File: src/rtl/aes_arb_pkg.sv
// -----------------------------------------------------------------------------
// aes_arb_pkg
// Shared types and constants for the AES encryption-core arbiter slice.
//   AES_BLOCK_W  : width of plain text, key and ciphertext blocks
//   arb_state_t  : arbiter FSM states
//   grant_width  : bits needed to hold a requester index
// -----------------------------------------------------------------------------
package aes_arb_pkg;

    localparam int unsigned AES_BLOCK_W = 128;

    typedef enum logic [1:0] {
        IDLE,
        START,
        WAIT,
        RESP
    } arb_state_t;

    // Never returns 0 so a single-bit index is still a legal vector.
    function automatic int unsigned grant_width(input int unsigned n);
        return (n > 32'd1) ? unsigned'($clog2(n)) : 32'd1;
    endfunction

endpackage

File: src/rtl/aes_enc_arbiter_if.sv
// -----------------------------------------------------------------------------
// aes_enc_arbiter_if
// Request/response fabric and encryption-core signals of the arbiter.
//   req_valid/req_ready/req_text/req_key  : per-requester request channel
//   resp_valid/resp_ready/resp_data/resp_err : shared response bus, one-hot select
//   core_*                                : connection to the encryption core
// Modports:
//   slave  : the arbiter
//   master : requesters plus encryption core (system side)
// -----------------------------------------------------------------------------
interface aes_enc_arbiter_if #(
    parameter int unsigned NUM_REQ = 4
);
    logic [NUM_REQ-1:0]                          req_valid;
    logic [NUM_REQ-1:0]                          req_ready;
    logic [NUM_REQ*aes_arb_pkg::AES_BLOCK_W-1:0] req_text;
    logic [NUM_REQ*aes_arb_pkg::AES_BLOCK_W-1:0] req_key;
    logic [NUM_REQ-1:0]                          resp_valid;
    logic [NUM_REQ-1:0]                          resp_ready;
    logic [aes_arb_pkg::AES_BLOCK_W-1:0]         resp_data;
    logic                                        resp_err;
    logic                                        core_start;
    logic [aes_arb_pkg::AES_BLOCK_W-1:0]         core_plain_text;
    logic [aes_arb_pkg::AES_BLOCK_W-1:0]         core_key;
    logic [aes_arb_pkg::AES_BLOCK_W-1:0]         core_enc_data;
    logic                                        core_valid_flag;

    modport slave (
        input  req_valid, req_text, req_key, resp_ready, core_enc_data, core_valid_flag,
        output req_ready, resp_valid, resp_data, resp_err, core_start, core_plain_text, core_key
    );

    modport master (
        output req_valid, req_text, req_key, resp_ready, core_enc_data, core_valid_flag,
        input  req_ready, resp_valid, resp_data, resp_err, core_start, core_plain_text, core_key
    );

endinterface

File: src/rtl/rr_arbiter.sv
// -----------------------------------------------------------------------------
// rr_arbiter
// Combinational round-robin grant plus the rotating priority pointer.
//   clk_i, rst_i    : clock, synchronous active-high reset
//   req_valid_i     : per-requester request valid
//   accept_i        : grant taken this cycle; pointer moves past the winner
//   grant_o         : index of first valid requester at or above the pointer
//   grant_valid_o   : at least one requester is valid
// -----------------------------------------------------------------------------
module rr_arbiter #(
    parameter int unsigned NUM_REQ = 4,
    parameter int unsigned GW      = 2
) (
    input  logic               clk_i,
    input  logic               rst_i,
    input  logic [NUM_REQ-1:0] req_valid_i,
    input  logic               accept_i,
    output logic [GW-1:0]      grant_o,
    output logic               grant_valid_o
);

    logic [GW-1:0] ptr_q;
    logic [GW-1:0] ptr_d;

    always_comb begin
        grant_o       = '0;
        grant_valid_o = 1'b0;
        for (int unsigned k = 0; k < NUM_REQ; k++) begin
            logic [GW:0] idx;
            // One extra bit so ptr+k cannot overflow before the wrap.
            idx = {1'b0, ptr_q} + (GW+1)'(k);
            if (idx >= (GW+1)'(NUM_REQ)) begin
                idx = idx - (GW+1)'(NUM_REQ);
            end
            if (!grant_valid_o && req_valid_i[idx[GW-1:0]]) begin
                grant_o       = idx[GW-1:0];
                grant_valid_o = 1'b1;
            end
        end
    end

    always_comb begin
        ptr_d = (grant_o == GW'(NUM_REQ - 1)) ? '0 : grant_o + GW'(1);
    end

    always_ff @(posedge clk_i) begin
        if (rst_i) begin
            ptr_q <= '0;
        end else if (accept_i) begin
            ptr_q <= ptr_d;
        end
    end

endmodule

File: src/rtl/aes_enc_arbiter.sv
// -----------------------------------------------------------------------------
// aes_enc_arbiter
// Shares one AES encryption core among NUM_REQ requesters, round-robin.
// One block in flight: accept -> START (core_start pulse) -> WAIT -> RESP.
//   clock, reset : sole clock (rising edge), synchronous active-high reset
//   bus (slave)  : request channels, one-hot response bus, core connection
// Optional feature macro: AES_ARB_TIMEOUT_EN
//   defined   : WAIT watchdog of TIMEOUT_CYCLES, returns resp_err=1, resp_data=0
//   undefined : WAIT is unbounded, resp_err is constant 0
// -----------------------------------------------------------------------------
module aes_enc_arbiter
    import aes_arb_pkg::*;
#(
    parameter int unsigned NUM_REQ        = 4,
    parameter int unsigned TIMEOUT_CYCLES = 64
) (
    input  logic             clock,
    input  logic             reset,
    aes_enc_arbiter_if.slave bus
);

    localparam int unsigned GW = grant_width(NUM_REQ);

    if (NUM_REQ < 2 || TIMEOUT_CYCLES < 1) begin : g_bad_cfg
        $error("aes_enc_arbiter: NUM_REQ must be >= 2 and TIMEOUT_CYCLES >= 1");
    end

    arb_state_t             state_q;
    logic [GW-1:0]          grant_q;
    logic                   core_start_q;
    logic [AES_BLOCK_W-1:0] core_text_q;
    logic [AES_BLOCK_W-1:0] core_key_q;
    logic [AES_BLOCK_W-1:0] resp_data_q;
    logic [NUM_REQ-1:0]     resp_valid_q;
    logic                   first_wait_q;

    logic [GW-1:0]          arb_grant;
    logic                   arb_valid;
    logic                   accept;

    logic [AES_BLOCK_W-1:0] text_a [NUM_REQ];
    logic [AES_BLOCK_W-1:0] key_a  [NUM_REQ];

    for (genvar i = 0; i < NUM_REQ; i++) begin : g_unpack
        assign text_a[i] = bus.req_text[i*AES_BLOCK_W +: AES_BLOCK_W];
        assign key_a[i]  = bus.req_key[i*AES_BLOCK_W +: AES_BLOCK_W];
    end

    // Gated by reset so req_ready reads 0 while reset is asserted.
    assign accept = !reset && (state_q == IDLE) && arb_valid;

    rr_arbiter #(
        .NUM_REQ (NUM_REQ),
        .GW      (GW)
    ) u_rr (
        .clk_i         (clock),
        .rst_i         (reset),
        .req_valid_i   (bus.req_valid),
        .accept_i      (accept),
        .grant_o       (arb_grant),
        .grant_valid_o (arb_valid)
    );

    assign bus.req_ready       = accept ? (NUM_REQ'(1) << arb_grant) : '0;
    assign bus.resp_valid      = resp_valid_q;
    assign bus.resp_data       = resp_data_q;
    assign bus.core_start      = core_start_q;
    assign bus.core_plain_text = core_text_q;
    assign bus.core_key        = core_key_q;

`ifdef AES_ARB_TIMEOUT_EN
    localparam int unsigned TW = $clog2(TIMEOUT_CYCLES + 1);
    logic [TW-1:0] to_cnt_q;
    logic          resp_err_q;
    logic          timeout_hit;

    // Counter holds the number of completed WAIT cycles; this is the limit cycle.
    assign timeout_hit  = (to_cnt_q == TW'(TIMEOUT_CYCLES - 1));
    assign bus.resp_err = resp_err_q;
`else
    assign bus.resp_err = 1'b0;
`endif

    always_ff @(posedge clock) begin
        if (reset) begin
            state_q      <= IDLE;
            grant_q      <= '0;
            core_start_q <= 1'b0;
            core_text_q  <= '0;
            core_key_q   <= '0;
            resp_data_q  <= '0;
            resp_valid_q <= '0;
            first_wait_q <= 1'b0;
`ifdef AES_ARB_TIMEOUT_EN
            to_cnt_q     <= '0;
            resp_err_q   <= 1'b0;
`endif
        end else begin
            core_start_q <= 1'b0;
            unique case (state_q)
                IDLE: begin
                    if (accept) begin
                        grant_q      <= arb_grant;
                        core_text_q  <= text_a[arb_grant];
                        core_key_q   <= key_a[arb_grant];
                        core_start_q <= 1'b1;
                        state_q      <= START;
                    end
                end
                START: begin
                    first_wait_q <= 1'b1;
`ifdef AES_ARB_TIMEOUT_EN
                    to_cnt_q     <= '0;
`endif
                    state_q      <= WAIT;
                end
                WAIT: begin
                    first_wait_q <= 1'b0;
`ifdef AES_ARB_TIMEOUT_EN
                    to_cnt_q     <= to_cnt_q + TW'(1);
`endif
                    // A flag seen in the first WAIT cycle may be left over from
                    // the previous operation, so it is not taken.
                    if (!first_wait_q && bus.core_valid_flag) begin
                        resp_data_q  <= bus.core_enc_data;
                        resp_valid_q <= NUM_REQ'(1) << grant_q;
`ifdef AES_ARB_TIMEOUT_EN
                        resp_err_q   <= 1'b0;
`endif
                        state_q      <= RESP;
                    end
`ifdef AES_ARB_TIMEOUT_EN
                    else if (timeout_hit) begin
                        resp_data_q  <= '0;
                        resp_valid_q <= NUM_REQ'(1) << grant_q;
                        resp_err_q   <= 1'b1;
                        state_q      <= RESP;
                    end
`endif
                end
                RESP: begin
                    if (bus.resp_ready[grant_q]) begin
                        resp_valid_q <= '0;
                        state_q      <= IDLE;
                    end
                end
                default: state_q <= IDLE;
            endcase
        end
    end

endmodule

File: src/flat_wrapper.sv
// flat-port wrapper written by rule: the top's interface ports become plain ports
module aes_enc_arbiter_flat import aes_arb_pkg::*;
#(
    parameter int unsigned NUM_REQ        = 4,
    parameter int unsigned TIMEOUT_CYCLES = 64
)
  (clock, reset, bus_req_valid, bus_req_text, bus_req_key, bus_resp_ready, bus_core_enc_data, bus_core_valid_flag, bus_req_ready, bus_resp_valid, bus_resp_data, bus_resp_err, bus_core_start, bus_core_plain_text, bus_core_key);
  aes_enc_arbiter_if #(.NUM_REQ(NUM_REQ)) bus_i ();
  input  logic clock;
  input  logic reset;
  input wire logic [$bits(bus_i.req_valid)-1:0] bus_req_valid;
  input wire logic [$bits(bus_i.req_text)-1:0] bus_req_text;
  input wire logic [$bits(bus_i.req_key)-1:0] bus_req_key;
  input wire logic [$bits(bus_i.resp_ready)-1:0] bus_resp_ready;
  input wire logic [$bits(bus_i.core_enc_data)-1:0] bus_core_enc_data;
  input wire logic [$bits(bus_i.core_valid_flag)-1:0] bus_core_valid_flag;
  output wire logic [$bits(bus_i.req_ready)-1:0] bus_req_ready;
  output wire logic [$bits(bus_i.resp_valid)-1:0] bus_resp_valid;
  output wire logic [$bits(bus_i.resp_data)-1:0] bus_resp_data;
  output wire logic [$bits(bus_i.resp_err)-1:0] bus_resp_err;
  output wire logic [$bits(bus_i.core_start)-1:0] bus_core_start;
  output wire logic [$bits(bus_i.core_plain_text)-1:0] bus_core_plain_text;
  output wire logic [$bits(bus_i.core_key)-1:0] bus_core_key;
  assign bus_i.req_valid = bus_req_valid;
  assign bus_i.req_text = bus_req_text;
  assign bus_i.req_key = bus_req_key;
  assign bus_i.resp_ready = bus_resp_ready;
  assign bus_i.core_enc_data = bus_core_enc_data;
  assign bus_i.core_valid_flag = bus_core_valid_flag;
  assign bus_req_ready = bus_i.req_ready;
  assign bus_resp_valid = bus_i.resp_valid;
  assign bus_resp_data = bus_i.resp_data;
  assign bus_resp_err = bus_i.resp_err;
  assign bus_core_start = bus_i.core_start;
  assign bus_core_plain_text = bus_i.core_plain_text;
  assign bus_core_key = bus_i.core_key;
  aes_enc_arbiter #(.NUM_REQ(NUM_REQ), .TIMEOUT_CYCLES(TIMEOUT_CYCLES)) u_core (.clock(clock), .reset(reset), .bus(bus_i));
endmodule
File: config.mk
export PLATFORM = sky130hd
export DESIGN_NAME = aes_enc_arbiter_flat
export DESIGN_NICKNAME = d
export VERILOG_FILES = /design/src/rtl/aes_arb_pkg.sv /design/src/rtl/aes_enc_arbiter_if.sv /design/src/rtl/rr_arbiter.sv /design/src/rtl/aes_enc_arbiter.sv /design/src/flat_wrapper.sv
export SDC_FILE = /design/constraint.sdc
export NUM_CORES = 1
export LEC_CHECK = 0
export ABC_AREA = 1
export CAP_MARGIN = 20
export CORE_AREA = 4 4 605 607
export CTS_CLUSTER_DIAMETER = 50
export DETAILED_ROUTE_END_ITERATION = 10
export DIE_AREA = 0 0 609 611
export PLACE_DENSITY_LB_ADDON = 0.12
export SLEW_MARGIN = 10
export SYNTH_ARGS = -nofsm -noshare
export SYNTH_HDL_FRONTEND = slang
export SYNTH_SLANG_ARGS = --single-unit
File: constraint.sdc
create_clock -name clock -period 2.35 [get_ports clock]
set_input_delay 0.47 -clock clock [delete_from_list [all_inputs] [get_ports clock]]
set_output_delay 0.47 -clock clock [all_outputs]
set_load 0.05 [all_outputs]
==> impl_metrics.yaml <==
run_status:
  outcome: "finished, violations left"
  violations: "negative setup slack"
synth:
  netlist_area_sq_mm: 0.0255
  synthCells: 4431
  yosys_warnings: 0
  ys_seq_elements: 396
  synth.largest_area_cell: "dfxtp_1"
  syn_nets: 5599
  postSynthAreaPerCell_sq_um: 5.74
  yosysSeqAreaShare_pct: 31.1
  synthTopCellsByArea: "dfxtp_1 31%, nand2_1 25%, nor2_1 8.2%, nand4_1 7.4%, inv_1 6.3%"
  synthDistinctLibCells: 28
  yosysTopAreaCellShare_pct: 31.1
final_layout:
  final_cell_mix: "1647 x nand2_1, 1442 x clkdlybuf4s50_1, 518 x nor2_1"
  layout_commonest_cell: "nand2_1"
  drive_gt1_share_pct: 15.0
  finalNetCount: 7394
  areaGrowthSynthToFinish_pct: 123
power_and_ir_drop:
  vdd_ir_drop_max_uv: 522
  p_switching_mw: 41.0
  switching_share_pct: 49.5
  internal-power_mw: 41.9
  power_density_mw_per_mm2: 1460
  seq_power_share_pct: 12.5
  p_comb_share_pct: 64.6
  total_power_mw: 82.9
  pwr-share-clk_pct: 22.9
  p_leak_nw: 24.4
clock_network:
  clock-root-buffer: "clkbuf_16"
  cts.reportedPaths.clkPinSlew_ps: 50
  cts.sinks: 396
  htreeDepth: 4
  cts_buffers: 136
  cts_hold_buf: 0
  clock_path_buffers: 4
  clkLatencyLatePin_ps: 790
  cts_tree: "yes"
setup_path:
  crit_chain: "inv_8 -> nand2_2 -> nand2_4 -> nand2_2 -> nand2_2 -> nor2_4 -> nand3_4 -> buf_12 -> nand3_4 -> buf_4 -> inv_4 -> buf_4 -> nor2_4 -> buf_12"
  crit_slowest_cell: "dfxtp_4"
  reg2reg_setup_slack_ps: -500
  crit_path_max_fanout: 9
  arrival_ps: 2640
  rr_worst_depth: 22
  worst_path_most_repeated_cell: "nand2_2"
  r2r_end: "u_core.bus.core_key[48]$_SDFFE_PP0P_"
  critical_path_required_ps: 1880
  critPathBufInv: 6
  path_delay_family: "simple AND/OR/NAND/NOR gates"
  endpoint_kind: "primary output"
  slowest_delay_ps: 420
  crit_end: "bus_req_ready[2]"
  startpoint: "u_core.u_rr.ptr_q[0]$_SDFFE_PP0P_"
  worst-path-stages: 14
  cp-start-kind: "flip-flop"
  path_class: "reg2out"
  timing.rr.start: "u_core.u_rr.ptr_q[0]$_SDFFE_PP0P_"
sta:
  fin_tns_setup_ps: -95200
  fin_crit_sh_pct: 133
  fin_crit_ps: 3110
  relSlewSlack_pct: 44.0
  max_freq_ghz: 0.321
  timing_hold_violations_final: 0
  fin_skew_ps: 45.7
  worst_pin_slew_ps: 840
  setup_viol: 537
  maxSlewViolCount: 0
  rsz0062_at_grt: "true"
  layout_setup_ws_ps: -765
floorplan:
  rows: 221
  dieWidth_um: 609
  die_area_sq_mm: 0.372
  io_pins: 1557
  core_area_sq_mm: 0.361
  chipHeight_um: 611
  start_util_pct: 7.05
global_routing:
  grt.overflow.total: 0
  grt_max_degree: 83
  grt_pass1_wl_um: 357000
  grt_usage_pct: 14.0
  antenna_found_initial: 134
  grt_pass1_vias: 38300
drt:
  wl_per_cell_um: 24.7
  dr.pass1.iters: 5
  finalWirelength_um: 277000
  viasPerCell: 3.32
  drtIter0Drc: 2356
  ant_nets: 0
  drc: 0
  vias: 37200
place:
  io_buffers: 1555
  dp_hpwl_um: 219000
  place_congestion: 0.845
hold_path:
  hp-class: "in2reg"
run:
  drv_cap: 0
[final cells by class]
cell class / count / area (sq um)
antenna: 80 / 200
clock buffer: 191 / 3930
clock inverter: 49 / 713
fill: 41700 / 304000
inverter: 433 / 1650
multi-input combinational: 3235 / 14800
sequential: 396 / 7930
tap: 4794 / 6000
timing repair buffer: 2024 / 21500
[cells in the mapped netlist]
cell / number
a211oi_1: 4
a21oi_1: 239
a31oi_1: 6
buf_1: 11
buf_2: 164
buf_4: 37
buf_6: 7
clkbuf_1: 148
conb_1: 1
dfxtp_1: 396
ha_1: 5
inv_1: 428
inv_2: 4
inv_6: 1
nand2_1: 1704
nand2_2: 8
nand3_1: 284
nand3_2: 2
nand3_4: 1
nand4_1: 300
nor2_1: 559
nor2_2: 1
nor2_4: 4
o211ai_1: 108
o21ai_0: 6
o21ai_1: 1
o22ai_1: 1
o32ai_1: 1
[logic make-up (layout without fill, tap and decap cells)]
| logic type | Yosys count | after routing | share of synthesized area, % |
|---|---|---|---|
| AOI/OAI and AO/OA | 366 | 366 | 8.35 |
| buffers and inverters | 800 | 2697 | 13.4 |
| adders and majority gates | 5 | 5 | 0.246 |
| and+or+nand+nor | 2863 | 2863 | 46.9 |
| DFF | 396 | 396 | 31.1 |
| other | 1 | 81 | 0.0147 |
[through the flow]
| step | std cells | worst slack [ps] | util (%) | instance area (sq um) | hold WS, ps |
|---|---|---|---|---|---|
| floorplan | 4431 | -1.26 | - | 25500 | 457 |
| global placement | 10800 | -1160 | 13.5 | 48800 | 448 |
| detailed placement | 10800 | -1080 | 13.5 | 48800 | 453 |
| CTS | 11100 | -937 | 15.5 | 55900 | 76.9 |
| global route | 11200 | -989 | 15.7 | 56700 | 108 |
| finish | 11200 | -765 | 15.7 | 56700 | 164 |
[worst reg2reg max path: stages (launching register included)]
cell     delay, ps
dfxtp_4        420
buf_6          140
nand2_4         50
nand2_4         80
nand2_2         50
nand2_2         80
nor2_4          40
nand3_4         80
buf_12         130
nand2_8         90
buf_6          150
buf_4          120
buf_6          100
buf_6          110
buf_12         120
buf_16         160
buf_16         170
buf_6          220
buf_8          120
nand2_1         50
nand2_1         60
nor2_2         100
nor2_1          40
[how the worst min path moves through the flow]
stage | from | endpoint | slack (ps) | cells after the start
detailed placement | u_core.bus.resp_data[127]$_SDFFE_PP0P_ | u_core.bus.resp_data[127]$_SDFFE_PP0P_ | 450 | 2
global route | reset | u_core.bus.resp_data[121]$_SDFFE_PP0P_ | 110 | 3
floorplan | u_core.state_q[0]$_SDFFE_PP0P_ | u_core.state_q[0]$_SDFFE_PP0P_ | 460 | 2
CTS | reset | u_core.bus.resp_data[121]$_SDFFE_PP0P_ | 80 | 3
global placement | u_core.bus.resp_data[99]$_SDFFE_PP0P_ | u_core.bus.resp_data[99]$_SDFFE_PP0P_ | 450 | 2
finish | reset | u_core.bus.resp_data[3]$_SDFFE_PP0P_ | 160 | 3
[registers in the layout, indices dropped and copies added (netlist names)]
register and cells:
u_core.bus.core_key 128, u_core.bus.core_plain_text 128, u_core.bus.resp_data 128, u_core.bus.resp_valid 4
u_core.grant_q 2, u_core.state_q 2, u_core.u_rr.ptr_q 2, u_core.bus.core_start 1
u_core.first_wait_q 1
[power by group through the flow]
stage	logic (mW)	registers, mW	clock network, mW
after floorplan	17.8	16.7	0
after global placement	47.8	10.4	0
after detailed placement	47.5	10.4	0
after CTS	53.6	10.4	19.8
after global routing	57.8	10.6	20.0
final	53.6	10.3	19.0
[routing by layer]
layer  global-route usage [%]  routed length [um]  up-vias
li1                         -                   -    17800
met1                     15.7              108000    17600
met2                     24.2              137000     1329
met3                     4.91               21400      383
met4                     5.79                9660       70
met5                        0                 439        -
[timing repair]
| item | CTS | global route |
|---|---|---|
| resized for setup | 254 | 66 |
| gates cloned | 28 | 10 |
| buffers inserted | 79 | 13 |
| endpoints found under the setup margin | 550 | 541 |
| pin swaps | 69 | 31 |
No activity file was read; power rests on OpenSTA's default activity.
